`src/rtl/ex_muldiv.sv`:
```
// RV32M multiply/divide unit for the Execute stage: iterative shift-add multiply and restoring divide.
// Define MULDIV_FAST_MUL_EN to compute multiplies with a single-cycle combinational multiplier.
module ex_muldiv #(
  parameter int unsigned XLEN = 32
) (
  input  logic            clk,
  input  logic            rst_n,
  input  logic            ex_valid,
  input  logic [6:0]      ex_opcode,
  input  logic [2:0]      ex_funct3,
  input  logic [6:0]      ex_funct7,
  input  logic [XLEN-1:0] op_a,
  input  logic [XLEN-1:0] op_b,
  input  logic            flush,
  output logic            stall_req,
  output logic            busy,
  output logic [XLEN-1:0] result,
  output logic            result_valid
);

  localparam int unsigned CW = $clog2(XLEN) + 1;
  localparam int unsigned AW = 2 * XLEN;
  localparam logic [6:0] OPC_OP = 7'b0110011;
  localparam logic [6:0] F7_M   = 7'b0000001;
  localparam logic [XLEN-1:0] INT_MIN = {1'b1, {(XLEN-1){1'b0}}};

  typedef enum logic [1:0] {IDLE, BUSY, DONE} state_t;

  state_t            state_q, state_d;
  logic [AW-1:0]     acc_q;
  logic [XLEN-1:0]   opb_q;
  logic [2:0]        f3_q;
  logic              neg_a_q, neg_b_q;
  logic              special_q;
  logic [XLEN-1:0]   special_res_q;
  logic [CW-1:0]     cnt_q;

  logic            start;
  logic            is_div, sgn_a, sgn_b, neg_a, neg_b;
  logic [XLEN-1:0] abs_a, abs_b;
  logic            div_zero, div_ovf, special;
  logic [XLEN-1:0] special_res;
  logic            fast;
  logic [XLEN-1:0] fast_res;

  // Decode, operand magnitudes and start-time special cases
  always_comb begin
    start    = ex_valid & ~flush & (ex_opcode == OPC_OP) & (ex_funct7 == F7_M) & (state_q == IDLE);
    is_div   = ex_funct3[2];
    sgn_a    = is_div ? ~ex_funct3[0] : (ex_funct3[1:0] != 2'b11);
    sgn_b    = is_div ? ~ex_funct3[0] : ~ex_funct3[1];
    neg_a    = sgn_a & op_a[XLEN-1];
    neg_b    = sgn_b & op_b[XLEN-1];
    abs_a    = neg_a ? -op_a : op_a;
    abs_b    = neg_b ? -op_b : op_b;
    div_zero = is_div & (op_b == '0);
    div_ovf  = is_div & sgn_a & (op_a == INT_MIN) & (op_b == '1);
    special  = div_zero | div_ovf;
    if (div_zero) special_res = ex_funct3[1] ? op_a : '1;
    else          special_res = ex_funct3[1] ? '0 : INT_MIN;
  end

`ifdef MULDIV_FAST_MUL_EN
  logic [AW-1:0] fast_mag, fast_prod;
  always_comb begin
    fast      = ~is_div;
    fast_mag  = AW'(abs_a) * AW'(abs_b);
    fast_prod = (neg_a ^ neg_b) ? -fast_mag : fast_mag;
    fast_res  = (ex_funct3[1:0] == 2'b00) ? fast_prod[XLEN-1:0] : fast_prod[AW-1:XLEN];
  end
`else
  always_comb begin
    fast     = 1'b0;
    fast_res = '0;
  end
`endif

  // One iteration of shift-add multiply and restoring divide
  logic [XLEN:0]   mul_sum, div_part, div_trial;
  logic [AW-1:0]   mul_nxt, div_nxt;
  always_comb begin
    mul_sum   = {1'b0, acc_q[AW-1:XLEN]} + (acc_q[0] ? {1'b0, opb_q} : '0);
    mul_nxt   = {mul_sum, acc_q[XLEN-1:1]};
    div_part  = {acc_q[AW-1:XLEN], acc_q[XLEN-1]};
    div_trial = div_part - {1'b0, opb_q};
    if (!div_trial[XLEN]) div_nxt = {div_trial[XLEN-1:0], acc_q[XLEN-2:0], 1'b1};
    else                  div_nxt = {div_part[XLEN-1:0], acc_q[XLEN-2:0], 1'b0};
  end

  // Sign fix-up of the accumulated magnitude
  logic [AW-1:0]   prod;
  logic [XLEN-1:0] quot, rem, done_res;
  always_comb begin
    prod = (neg_a_q ^ neg_b_q) ? -acc_q : acc_q;
    quot = acc_q[XLEN-1:0];
    rem  = acc_q[AW-1:XLEN];
    if (special_q)                  done_res = special_res_q;
    else if (!f3_q[2])              done_res = (f3_q[1:0] == 2'b00) ? prod[XLEN-1:0] : prod[AW-1:XLEN];
    else if (f3_q[1])               done_res = neg_a_q ? -rem : rem;
    else                            done_res = (neg_a_q ^ neg_b_q) ? -quot : quot;
  end

  always_ff @(posedge clk or negedge rst_n) begin
    if (!rst_n) state_q <= IDLE;
    else        state_q <= state_d;
  end

  // Next state and handshake outputs
  always_comb begin
    state_d      = state_q;
    stall_req    = 1'b0;
    result_valid = 1'b0;
    result       = '0;
    busy         = (state_q == BUSY);
    case (state_q)
      IDLE: if (start && !fast) state_d = special ? DONE : BUSY;
      BUSY: begin
        if (flush)                  state_d = IDLE;
        else if (cnt_q == CW'(1))   state_d = DONE;
      end
      DONE: state_d = IDLE;
      default: state_d = IDLE;
    endcase
    if (rst_n) begin
      stall_req = ~flush & ((start & ~fast) | (state_q == BUSY));
      if (state_q == DONE && !flush) begin
        result_valid = 1'b1;
        result       = done_res;
      end else if (start && fast) begin
        result_valid = 1'b1;
        result       = fast_res;
      end
    end
  end

  always_ff @(posedge clk or negedge rst_n) begin
    if (!rst_n) begin
      acc_q         <= '0;
      opb_q         <= '0;
      f3_q          <= '0;
      neg_a_q       <= 1'b0;
      neg_b_q       <= 1'b0;
      special_q     <= 1'b0;
      special_res_q <= '0;
      cnt_q         <= '0;
    end else if (start && !fast) begin
      acc_q         <= {{XLEN{1'b0}}, abs_a};
      opb_q         <= abs_b;
      f3_q          <= ex_funct3;
      neg_a_q       <= neg_a;
      neg_b_q       <= neg_b;
      special_q     <= special;
      special_res_q <= special_res;
      cnt_q         <= CW'(XLEN);
    end else if (state_q == BUSY) begin
      acc_q <= f3_q[2] ? div_nxt : mul_nxt;
      cnt_q <= cnt_q - CW'(1);
    end
  end

endmodule
```
`config.mk`:
```
export PLATFORM = sky130hd
export DESIGN_NAME = ex_muldiv
export DESIGN_NICKNAME = d
export VERILOG_FILES = /design/src/rtl/ex_muldiv.sv
export SDC_FILE = /design/constraint.sdc
export NUM_CORES = 1
export LEC_CHECK = 0
export CAP_MARGIN = 20
export CORE_ASPECT_RATIO = 0.9
export CORE_MARGIN = 2
export CORE_UTILIZATION = 54
export CTS_CLUSTER_SIZE = 40
export DETAILED_ROUTE_END_ITERATION = 7
export HOLD_SLACK_MARGIN = 0.06
export PLACE_DENSITY = 0.78
export SYNTH_ARGS = -nofsm -noshare
export SYNTH_HDL_FRONTEND = slang
export SYNTH_SLANG_ARGS = --single-unit
```
`constraint.sdc`:
```
create_clock -name clk -period 3.6 [get_ports clk]
set_input_delay 0.54 -clock clk [delete_from_list [all_inputs] [get_ports clk]]
set_output_delay 0.54 -clock clk [all_outputs]
set_load 0.05 [all_outputs]
```
==> results of run 1 <==
layer usage:
layer / GRT usage / vias up / routed length [um]
met4: 0.111 / 2 / 1720
met3: 0.101 / 136 / 6660
li1: - / 7295 / -
met5: 0 / - / 18
met2: 0.596 / 1028 / 23800
met1: 0.580 / 7683 / 24500
power by group:
group	leakage [uW]	total, uW	internal, uW	switching [uW]
sequential	0.00181	1600	1600	3.31
clock	0.000265	1750	977	778
combinational	0.00557	389	174	215
total	0.00764	3740	2750	996
worst max-delay path, cell delays in order, from the launching register on:
cell      delay (ns)
dfrtp_1         0.39
or4_4           0.53
or3_4           0.35
or3_4           0.40
or4_4           0.45
nor4_4          0.19
nand3b_2        0.13
o21ai_2         0.15
xor2_1          0.11
a221oi_2        0.30
a22o_2          0.26
buf_12          0.15
state kept, by name, summed over array words and instances (netlist names):
register       count
special_res_q     32
special_q          1
acc_q             64
f3_q               3
state_q            2
opb_q             32
neg_b_q            1
neg_a_q            1
cnt_q              6
logic make-up after synthesis:
| logic type | Yosys count | synth area share |
|---|---|---|
| buffers and inverters | 205 | 0.0556 |
| flip-flops | 142 | 0.250 |
| multiplexers | 55 | 0.0391 |
| AO/OA/AOI/OAI | 650 | 0.279 |
| AND/OR/NAND/NOR | 581 | 0.195 |
| XOR/XNOR | 190 | 0.117 |
| adder cells (fa/ha/maj) | 73 | 0.0652 |
cell type report:
| type | instances | area share |
|---|---|---|
| sequential | 142 | 0.187 |
| inverter | 68 | 0.0137 |
| tap | 348 | 0.0229 |
| clock buffer | 21 | 0.0237 |
| clock inverter | 11 | 0.00578 |
| timing repair buffer | 332 | 0.172 |
| antenna | 1 | 0.000131 |
| multi-input combinational | 1549 | 0.575 |
cell usage in the layout (no fill, tap or decap), types with 11 or more instances in the layout:
| master | Yosys | routed |
|---|---|---|
| nand3_1 | 29 | 29 |
| a22oi_1 | 20 | 20 |
| clkbuf_16 | 0 | 17 |
| a21oi_1 | 193 | 170 |
| nor2_1 | 187 | 173 |
| nand4_1 | 24 | 24 |
| a211oi_1 | 24 | 23 |
| buf_4 | 0 | 180 |
| o21ai_2 | 1 | 23 |
| a21o_1 | 33 | 31 |
| o21ai_0 | 205 | 173 |
| nor3_1 | 37 | 34 |
| dfrtp_1 | 142 | 141 |
| and2_1 | 13 | 13 |
| nand2_1 | 161 | 150 |
| clkdlybuf4s50_1 | 0 | 83 |
| o31ai_1 | 31 | 25 |
| a21oi_2 | 0 | 18 |
| o21a_1 | 13 | 13 |
| buf_6 | 1 | 30 |
| o22ai_1 | 12 | 11 |
| a31oi_1 | 18 | 14 |
| or3_4 | 1 | 13 |
| xnor2_1 | 115 | 105 |
| xor2_1 | 75 | 73 |
| buf_12 | 0 | 36 |
| nand2b_1 | 26 | 23 |
| inv_1 | 67 | 64 |
| mux2i_1 | 50 | 50 |
| nor4_1 | 20 | 13 |
| ha_1 | 71 | 69 |
per-stage QoR:
| stage | hold slack [ns] | instances | instance area [um^2] | total power (uW) | util |
|---|---|---|---|---|---|
| 5_1_grt | 0.492 | 2471 | 19000 | 3820 | 0.732 |
| 6_report | 0.471 | 2472 | 19000 | 3740 | 0.732 |
| 3_3_place_gp | 0.351 | 2409 | 17200 | 2000 | 0.663 |
| 3_5_place_dp | 0.353 | 2409 | 17200 | 2000 | 0.663 |
| 2_1_floorplan | 0.244 | 1896 | 14400 | 1780 | - |
| 4_1_cts | 0.465 | 2460 | 18500 | 3730 | 0.713 |
final timing paths:
path / slack, ns / end / depth (start not counted) / from
max: -0.78 / result[31] / 11 / acc_q[41]
min: 0.47 / opb_q[16] / 2 / rst_n
min in group clk: 0.48 / special_res_q[14] / 2 / special_res_q[14]
min reg2reg: 0.48 / special_res_q[14] / 2 / special_res_q[14]
max in group asynchronous: 1.16 / f3_q[2] / 4 / rst_n
max reg2reg: 0.07 / acc_q[62] / 15 / acc_q[33]
repair_timing:
item	in CTS	in global routing
pin swaps	88	82
hold buffers	1	0
hold endpoints to repair	8	0
setup endpoints to repair	32	57
buffers inserted	22	18
resized for setup	148	96
==> reports/qor.csv, run 1 <==
metric;value;unit
status;finished, violations left;
failing checks;setup timing;
DRT iter0 DRCs;2093;
Synth warnings;0;
Worst setup SP type;register;
die height;158;um
die area;0.0277;mm^2
setup TNS;-10.94;ns
first-pass GRT wire length;85700;um
top_reg_cell synth;dfrtp_1;
Finish-stage setup viols;32;
Clock Latency Late Sink;0.45;ns
critical path class;register to primary output;
synth top area cells;dfrtp_1 (25%), o21ai_0 (7.2%), xnor2_1 (7.1%);
unrepaired setup endpoints after global routing;true;
Filler cells;1982;
Synth area leader;dfrtp_1;
Initial Utilization;0.548;
fin. max-slew vios;0;
largest net degree at the start of global routing;86;
# rows;56;
worst slew pin tran;1.07;ns
P_leak;0.00764;uW
Critical Path RT;3.06;ns
CTS Buf Count;17;
Crit path arrival time;3.84;ns
most common cell in the netlist;o21ai_0;
Mean Syn Cell Area;7.51;um^2
maximum root-to-sink buffer count;2;
First-pass DRT Iterations;6;
Seq cells post-synth;142;
CTS tree;built;
maxcap violations;0;
share of post-route cells with drive strength above 1;0.220;
antenna violations before repair;2;
wire per inst;22.9;um
Hold Fails Final Rpt;0;
I/O Buffers;119;
DP HPWL;42100;um
DRT Wirelength;56700;um
Synth cell types;72;
post-route ant nets;0;
num ports;120;
Critical Path Sink Type;primary output;
Synthesized Nets;2054;
Sink Count;142;
Commonest cells post-synth;o21ai_0 (205), a21oi_1 (193), nor2_1 (187);
htree depth;4;
Final nets;2268;
vias per inst;6.53;
Seq. cell area;0.00355;mm^2
number of synthesized flops with an enable pin;0;
DRC viols;0;
Pwr Density;197;mW/mm^2
final setup margin;-0.785;ns
sequential share of the synthesized area;0.250;
GPL Wtd Cong;1.02;
Max Freq;228;MHz
CTS root buffer;clkbuf_16;
peak supply drop;0.000335;V
final worst path period share;1.22;
Syn Inst Count;1896;
Clock Skews;0.00901;ns
vias;16144;
Slew headroom;0.288;
grt ovf;0;
Die X;175;um
Layout area overhead;33.7;%
vias in the first global route;14832;
Tmin final;4.38;ns
core area;0.0260;mm^2
area of the multi-input gates;0.0109;mm^2
GRT Total Usage;0.402;
Reg clk slew, reported paths;0.07;ns
asr flop ratio synth;1.00;
Hold Crit Class;input port to async pin;
area fraction of the dominant cell type after synthesis;0.250;
Cell Area, Synth;0.0142;mm^2
Worst Path Max Fanout;3;
worst slack, placed;-0.310;ns
No activity file was read; power rests on OpenSTA's default activity.
==> run 2, diff against run 1 <==
--- a/config.mk
+++ b/config.mk
@@ -6,13 +6,16 @@
 export NUM_CORES = 1
 export LEC_CHECK = 0
 export CAP_MARGIN = 20
+export CELL_PAD_IN_SITES_DETAIL_PLACEMENT = 0
+export CELL_PAD_IN_SITES_GLOBAL_PLACEMENT = 1
 export CORE_ASPECT_RATIO = 0.9
 export CORE_MARGIN = 2
-export CORE_UTILIZATION = 54
+export CORE_UTILIZATION = 41
+export CTS_BUF_LIST = sky130_fd_sc_hd__clkbuf_4 sky130_fd_sc_hd__clkbuf_8
 export CTS_CLUSTER_SIZE = 40
 export DETAILED_ROUTE_END_ITERATION = 7
 export HOLD_SLACK_MARGIN = 0.06
-export PLACE_DENSITY = 0.78
+export PLACE_DENSITY_LB_ADDON = 0.1
 export SYNTH_ARGS = -nofsm -noshare
 export SYNTH_HDL_FRONTEND = slang
 export SYNTH_SLANG_ARGS = --single-unit
==> run 2 against run 1 <==
Compared with the run above:
- the run still ends with setup timing left
- first-iteration DRC count fell by 41%
- wire length fell by 0.32%
- highest routed layer is now met4
- fmax fell by 2.7%
==> reports/qor.csv, run 2 (same netlist as run 1, synthesis figures left out) <==
metric;value;unit
status;finished, violations left;
failing checks;setup timing;
Net Switching;950;uW
Reg clk slew, reported paths;0.09;ns
Finish-stage setup viols;33;
Hold Crit Class;input port to async pin;
Crit path largest cell delay;0.54;ns
htree depth;4;
die height;181;um
DRT iter0 DRCs;1225;
register share of total power;0.471;
CTS Buf Count;17;
P_leak;0.00760;uW
Worst Path Max Fanout;2;
Final nets;2276;
hold slack;0.157;ns
die area;0.0362;mm^2
worst slew pin tran;0.874;ns
peak supply drop;0.000249;V
largest reg by FF count;acc_q;
Switching Share;0.280;
Total Power;3400;uW
core area;0.0341;mm^2
final worst path period share;1.25;
post-route ant nets;0;
Slew headroom;0.416;
vias;15367;
most common cell after layout, fill and taps aside;buf_4;
CTS tree;built;
Clock Skews;0.0215;ns
Hold Fails Final Rpt;0;
Clk pwr share;0.415;
cells on worst reg2reg path;16;
Tmin final;4.51;ns
First-pass DRT Iterations;5;
DRT Wirelength;56500;um
DRC viols;0;
Max Freq;222;MHz
Worst setup SP type;register;
Die X;200;um
Crit path arrival time;3.97;ns
Critical Path Sink Type;primary output;
vias in the first global route;14661;
area of the multi-input gates;0.0109;mm^2
Internal;2450;uW
registers with the most flip-flops;acc_q: 64 flops, opb_q: 32 flops, special_res_q: 32 flops;
critical path class;register to primary output;
Critical Path RT;3.06;ns
Top delay family on crit path;simple AND/OR/NAND/NOR gates;
antenna violations before repair;0;
max FFs per register;64;
grt ovf;0;
num ports;120;
worst slack, placed;-0.360;ns
share of post-route cells with drive strength above 1;0.221;
most frequent cells in the layout;buf_4 (189), nor2_1 (173), o21ai_0 (173);
GPL Wtd Cong;0.923;
# diodes;0;
wire per inst;21.8;um
Pwr Density;178;mW/mm^2
fin. max-slew vios;0;
final setup margin;-0.906;ns
CTS root buffer;clkbuf_8;
I/O Buffers;119;
Sink Count;142;
GRT Total Usage;0.307;
instance count on the critical path;12;
unrepaired setup endpoints after global routing;true;
combinational share of power;0.114;
first-pass GRT wire length;86300;um
maximum root-to-sink buffer count;2;
Initial Utilization;0.417;
Seq. cell area;0.00355;mm^2
fin cells;2593;
largest net degree at the start of global routing;143;
Filler cells;3306;
Clock Latency Late Sink;0.52;ns
crit path cell chain;or4_4 > or3_4 > or3_4 > or4_4 > nor4_4 > nand3b_2 > o21ai_2 > xor2_1 > a221oi_2 > buf_4 > a22o_2 > buf_12;
# rows;64;
CP max stage cell;or4_4;
WP buf/inv;2;
maxcap violations;0;
DP HPWL;42600;um
placed cells;2532;
Layout area overhead;34.1;%
vias per inst;5.93;
[run 2: cell types whose count changed in the layout (fill, tap and decap cells not counted), moves of 4 or more]
cell       previous run  this run
clkbuf_16            17         0
clkbuf_8              1        19
o21ai_1               8        13
buf_12               36        42
mux2i_1              50        46
mux2i_2               0         4
o21ai_2              23        16
buf_6                30        24
buf_4               180       189
[run 2: repair_timing]
action,in CTS,in global routing
resized for setup,148,77
buffers inserted,23,19
hold buffers,0,0
cloned,1,0
endpoints found under the setup margin,32,54
pin swaps,73,75
[run 2: area by class of cell]
cell class | count | share of cell area
Multi-Input combinational cell | 1550 | 0.572
Timing Repair Buffer | 339 | 0.177
Clock buffer | 21 | 0.0145
Inverter | 68 | 0.0136
Sequential cell | 142 | 0.186
Tap cell | 462 | 0.0303
Clock inverter | 11 | 0.00695
[run 2: power groups by stage]
stage	Combinational [uW]	Clock, uW	Sequential (uW)
after floorplan	152	0	1630
after global placement	379	0	1630
after detailed placement	380	0	1630
after CTS	385	1440	1600
after global routing	420	1520	1600
final	386	1410	1600
[run 2: worst paths after layout]
path                                   startpoint           endpoint  slack, ns
worst min-delay path                        rst_n   special_res_q[8]       0.16
worst max-delay path                    acc_q[40]         result[31]      -0.91
min in group clk                special_res_q[22]  special_res_q[22]       0.48
worst min register to register  special_res_q[22]  special_res_q[22]       0.48
max in group asynchronous                   rst_n          acc_q[56]       2.78
worst max register to register          acc_q[33]          acc_q[51]      -0.01
[run 2: routing by layer]
metal / vias up / global-route usage / share of wire
met5: - / 0 / 0
met4: 0 / 0.0880 / 0.018
met3: 52 / 0.0628 / 0.077
met2: 540 / 0.439 / 0.42
met1: 7475 / 0.461 / 0.49
li1: 7300 / - / -
[run 2: metrics by stage]
| stage | utilization | TNS, ns | area, um^2 |
|---|---|---|---|
| after floorplan | - | -0.700 | 14400 |
| after global placement | 0.513 | -1.77 | 17500 |
| after detailed placement | 0.513 | -2.24 | 17500 |
| after CTS | 0.547 | -14.57 | 18600 |
| after global routing | 0.560 | -20.77 | 19100 |
| final | 0.560 | -14.12 | 19100 |
==> run 3, diff against run 2 <==
--- a/config.mk
+++ b/config.mk
@@ -8,7 +8,6 @@
 export CAP_MARGIN = 20
 export CELL_PAD_IN_SITES_DETAIL_PLACEMENT = 0
 export CELL_PAD_IN_SITES_GLOBAL_PLACEMENT = 1
-export CORE_ASPECT_RATIO = 0.9
 export CORE_MARGIN = 2
 export CORE_UTILIZATION = 41
 export CTS_BUF_LIST = sky130_fd_sc_hd__clkbuf_4 sky130_fd_sc_hd__clkbuf_8
==> run 3 against run 2 <==
Compared with the run above:
- the run still ends with setup timing left
- cell count is essentially flat
- highest routed layer unchanged
- largest cell class unchanged
- sequential cell count is the same
- final area shrank 0.30%
- clock skew grew 0.0038 ns
==> reports/qor.csv, run 3 (same netlist as run 1, synthesis figures left out) <==
metric;value;unit
R2R Setup Slk;0.16;ns
failing checks;setup timing;
Clock Latency Late Sink;0.50;ns
GPL Wtd Cong;0.924;
reg-to-reg startpoint;acc_q[33];
Worst setup SP type;register;
die height;190;um
DP HPWL;44300;um
num ports;120;
First-pass DRT Iterations;6;
CTS root buffer;clkbuf_8;
Slew headroom;0.293;
CP max stage cell;or4_4;
Critical Path Sink Type;primary output;
register share of total power;0.468;
CP endpoint;result[31];
largest net degree at the start of global routing;144;
final worst path period share;1.22;
CTS Hold Buffers Added;0;
vias in the first global route;14513;
cells on worst reg2reg path;14;
unrepaired setup endpoints after global routing;true;
max FFs per register;64;
GRT Total Usage;0.319;
critical path class;register to primary output;
Layout area overhead;33.6;%
Worst Path Max Fanout;3;
vias per inst;5.99;
vias;15530;
Initial Utilization;0.414;
final setup margin;-0.794;ns
antenna violations before repair;1;
DRT iter0 DRCs;1566;
hold slack;0.143;ns
Switching Share;0.288;
Filler cells;3302;
Pwr Density;180;mW/mm^2
largest reg by FF count;acc_q;
P_leak;0.00761;uW
wire per inst;22.5;um
Final nets;2281;
CTS tree;built;
die area;0.0362;mm^2
post-route ant nets;0;
CTS Buf Count;17;
Reg-to-Reg End;acc_q[62];
registers with the most flip-flops;acc_q: 64 flops, opb_q: 32 flops, special_res_q: 32 flops;
maximum root-to-sink buffer count;2;
Internal;2440;uW
# rows;68;
share of post-route cells with drive strength above 1;0.223;
Hold Crit Class;input port to async pin;
worst slew pin tran;1.06;ns
Critical Path Start;acc_q[40];
Crit path largest cell delay;0.54;ns
I/O Buffers;119;
Crit path arrival time;3.85;ns
crit path cell chain;or4_4 > or3_4 > or3_4 > or4_4 > nor4_4 > nand3b_2 > o21ai_2 > xor2_1 > a221oi_2 > a22o_2 > buf_12;
final core occ;0.554;
Die X;190;um
worst slack, placed;-0.349;ns
most frequent cells in the layout;buf_4 (203), o21ai_0 (171), nor2_1 (170), a21oi_1 (170), nand2_1 (149);
Hold Fails Final Rpt;0;
Finish-stage setup viols;32;
Net Switching;983;uW
Sink Count;142;
grt ovf;0;
combinational share of power;0.116;
first-pass GRT wire length;88000;um
Reg clk slew, reported paths;0.09;ns
most common cell after layout, fill and taps aside;buf_4;
# diodes;0;
fin. max-slew vios;0;
Critical Path RT;3.06;ns
maxcap violations;0;
peak supply drop;0.000214;V
Clk pwr share;0.417;
Clock Skews;0.0253;ns
htree depth;4;
status;finished, violations left;
DRC viols;0;
DRT Wirelength;58200;um
Tmin final;4.39;ns
core area;0.0344;mm^2
Max Freq;228;MHz
[run 3: cell types whose count changed in the layout (fill, tap and decap cells not counted), moves of 3 or more]
cell,before,now
buf_4,189,203
o21ai_2,16,22
buf_12,42,37
mux2i_1,46,50
mux2i_2,4,0
buf_6,24,21
nor2_1,173,170
nor2_2,5,8
o21ai_4,6,3
[run 3: metrics by stage]
| step | total power (uW) | setup TNS [ns] | area [um^2] | cells |
|---|---|---|---|---|
| after detailed placement | 2020 | -1.36 | 17500 | 2536 |
| after CTS | 3440 | -12.16 | 18600 | 2581 |
| after global placement | 2020 | -0.956 | 17500 | 2536 |
| after floorplan | 1780 | -0.700 | 14400 | 1896 |
| final | 3420 | -10.41 | 19000 | 2591 |
| after global routing | 3540 | -14.42 | 19000 | 2591 |
[run 3: cell type report]
| type | count | area (um^2) | area share |
|---|---|---|---|
| clock buffers | 19 | 255 | 0.0134 |
| flip-flops and latches | 142 | 3550 | 0.187 |
| clock inverters | 13 | 155 | 0.00815 |
| repair buffers | 344 | 3330 | 0.175 |
| inverters | 68 | 258 | 0.0135 |
| well taps | 455 | 569 | 0.0299 |
| multi-input cells | 1550 | 10900 | 0.573 |
[run 3: layer usage]
metal	track usage	vias up	routed length, um	share of wire
met2	0.457	636	24200	0.42
met3	0.0640	86	4320	0.074
met4	0.0954	0	1470	0.025
met5	0	-	0	0
li1	-	7319	-	-
met1	0.478	7489	28200	0.48
[run 3: worst min-delay path by stage]
stage,startpoint,endpoint,slack (ns),depth (start not counted)
floorplan,rst_n,acc_q[0],0.24,0
global placement,special_res_q[20],special_res_q[20],0.46,2
detailed placement,special_res_q[14],special_res_q[14],0.47,2
CTS,rst_n,acc_q[44],0.22,2
global route,rst_n,opb_q[15],0.20,2
finish,rst_n,opb_q[15],0.14,2
[run 3: critical path: cells and delay by family (launching register included)]
family | cells | cell delay [ns]
flops | 1 | 0.39
xor+xnor | 1 | 0.09
compound gates | 3 | 0.68
simple gates | 6 | 2.06
buf+inv | 1 | 0.14
[run 3: power groups by stage]
stage | registers (uW) | logic, uW | clock network, uW
6_report | 1600 | 395 | 1420
5_1_grt | 1600 | 428 | 1510
4_1_cts | 1600 | 392 | 1450
3_5_place_dp | 1630 | 389 | 0
3_3_place_gp | 1630 | 386 | 0
2_1_floorplan | 1630 | 152 | 0
[run 3: what timing repair did]
action,CTS,global route
gates cloned,1,0
setup buffers,17,14
resized for setup,136,84
endpoints found under the setup margin,32,42
pin swaps,62,68
==> RTL change: new RTL, config.mk and constraints of run 2 <==
The 3 states of `state_t` get a one-hot encoding in 3 bits.
--- a/src/rtl/ex_muldiv.sv
+++ b/src/rtl/ex_muldiv.sv
@@ -25,5 +25,5 @@
   localparam logic [XLEN-1:0] INT_MIN = {1'b1, {(XLEN-1){1'b0}}};
 
-  typedef enum logic [1:0] {IDLE, BUSY, DONE} state_t;
+  typedef enum logic [2:0] {IDLE = 3'b001, BUSY = 3'b010, DONE = 3'b100} state_t;
 
   state_t            state_q, state_d;
Function: no difference found for any inputs over 10 cycles, from zero or initial values and one cycle with rst_n low; not proved beyond that.
==> RTL change against run 2 <==
  * The run still ends with negative setup slack left
  * Highest routed layer unchanged
  * Clock skew fell by 0.0046 ns
  * First-iteration DRC count rose by 30%
  * Worst setup slack improved by 0.60 ns
  * Largest cell class unchanged
  * Register-to-register slack improved by 0.18 ns
  * Total power fell by 3.1%
  * Worst hold slack improved by 0.0089 ns
  * Sequential cell count rose by 1
  * Design area rose by 3.3%
  * Final cell count rose by 5.0%
  * Area after synthesis rose by 4.4%
  * Wire length rose by 8.1%
==> RTL change: results (changes against run 2) <==
The number of different library cells in the post-synthesis netlist came out at 87 (+21%). The setup slack of the critical path after layout came out at -0.306 ns (+0.600 ns). The average wire length per cell after detail routing is 22.4 um (+3.0%). The layout multi-input combinational cell count came to 1623 (+4.7%). The area share of fa/ha/maj cells after synthesis is 0.0624 (-0.00278). The maximum ir drop on the vdd rail came out at 0.214 mV (-14%). The total of flip-flops plus latches after synthesis came out at 143 (+0.70%).

The cell area after placement came out at 18100 um^2 (+3.1%). The share of cell area taken by multi-input logic gates came out at 0.574 (+0.00214). The sequential fraction of the synthesis area is 0.241 (-0.00886). The detailed-placement wirelength estimate is 46700 um (+9.5%).

The worst slack on hold paths was 0.166 ns (+0.00894 ns). The part of the power in the clock network came out at 0.400 (-0.015). The checks that failed: negative setup slack. The fraction of area in non-clock buffers is 0.181 (+0.00371). The proportion of synthesized area in mux cells came out at 0.0344 (-0.00469). The global placer's final weighted congestion is 0.964 (+4.4%). The fraction of area in clock buffers and inverters was 0.0187 (-0.00271). The switching power as a share of total power was 0.299 (+0.0187). The via-per-instance ratio came out at 5.96 (+0.56%). The cell count of the worst reg-to-reg path is 13 (-3). For this design, the slowest cell found on the critical path is or3_4. The pin count of the biggest net entering global routing came out at 84 (-41%). The run finished, with violations left. The number of setup violations in the final report is 32 (-3.0%).

The inverter count came out at 77 (+13%). The share of the synthesized area in compound gates (AO/OA/AOI/OAI) came out at 0.274 (-0.00462). The final design utilization is 0.549 (-0.0107). The combinational power was 367 uW (-5%). The post-placement worst setup slack is -0.0621 ns (+0.298 ns).
## RTL change: how the worst max path moves through the flow
| stage | from | endpoint |
|---|---|---|
| 2_1_floorplan | acc_q[0] | result[14] |
| 3_3_place_gp | acc_q[43] | result[17] |
| 3_5_place_dp | acc_q[45] | result[17] |
| 4_1_cts | acc_q[14] | result[19] |
| 5_1_grt | acc_q[14] | result[20] |
| 6_report | acc_q[18] | result[31] |
## RTL change: kinds of logic (layout without fill, tap and decap cells)
| kind of cell | after synthesis | in the layout |
|---|---|---|
| and+or+nand+nor | 652 | 653 |
| buffers and inverters | 226 | 481 |
| DFF | 143 | 143 |
| xor gates and xnor gates | 191 | 191 |
| AOI/OAI and AO/OA | 656 | 656 |
| adders and majority gates | 73 | 73 |
| muxes | 50 | 50 |
## RTL change: metal layers
metal / vias up / routed length [um] / global-route usage
met5: - / 0 / 0
met3: 79 / 4720 / 0.0682
met4: 0 / 1160 / 0.0759
met2: 616 / 26400 / 0.491
met1: 7865 / 28800 / 0.470
li1: 7668 / - / -
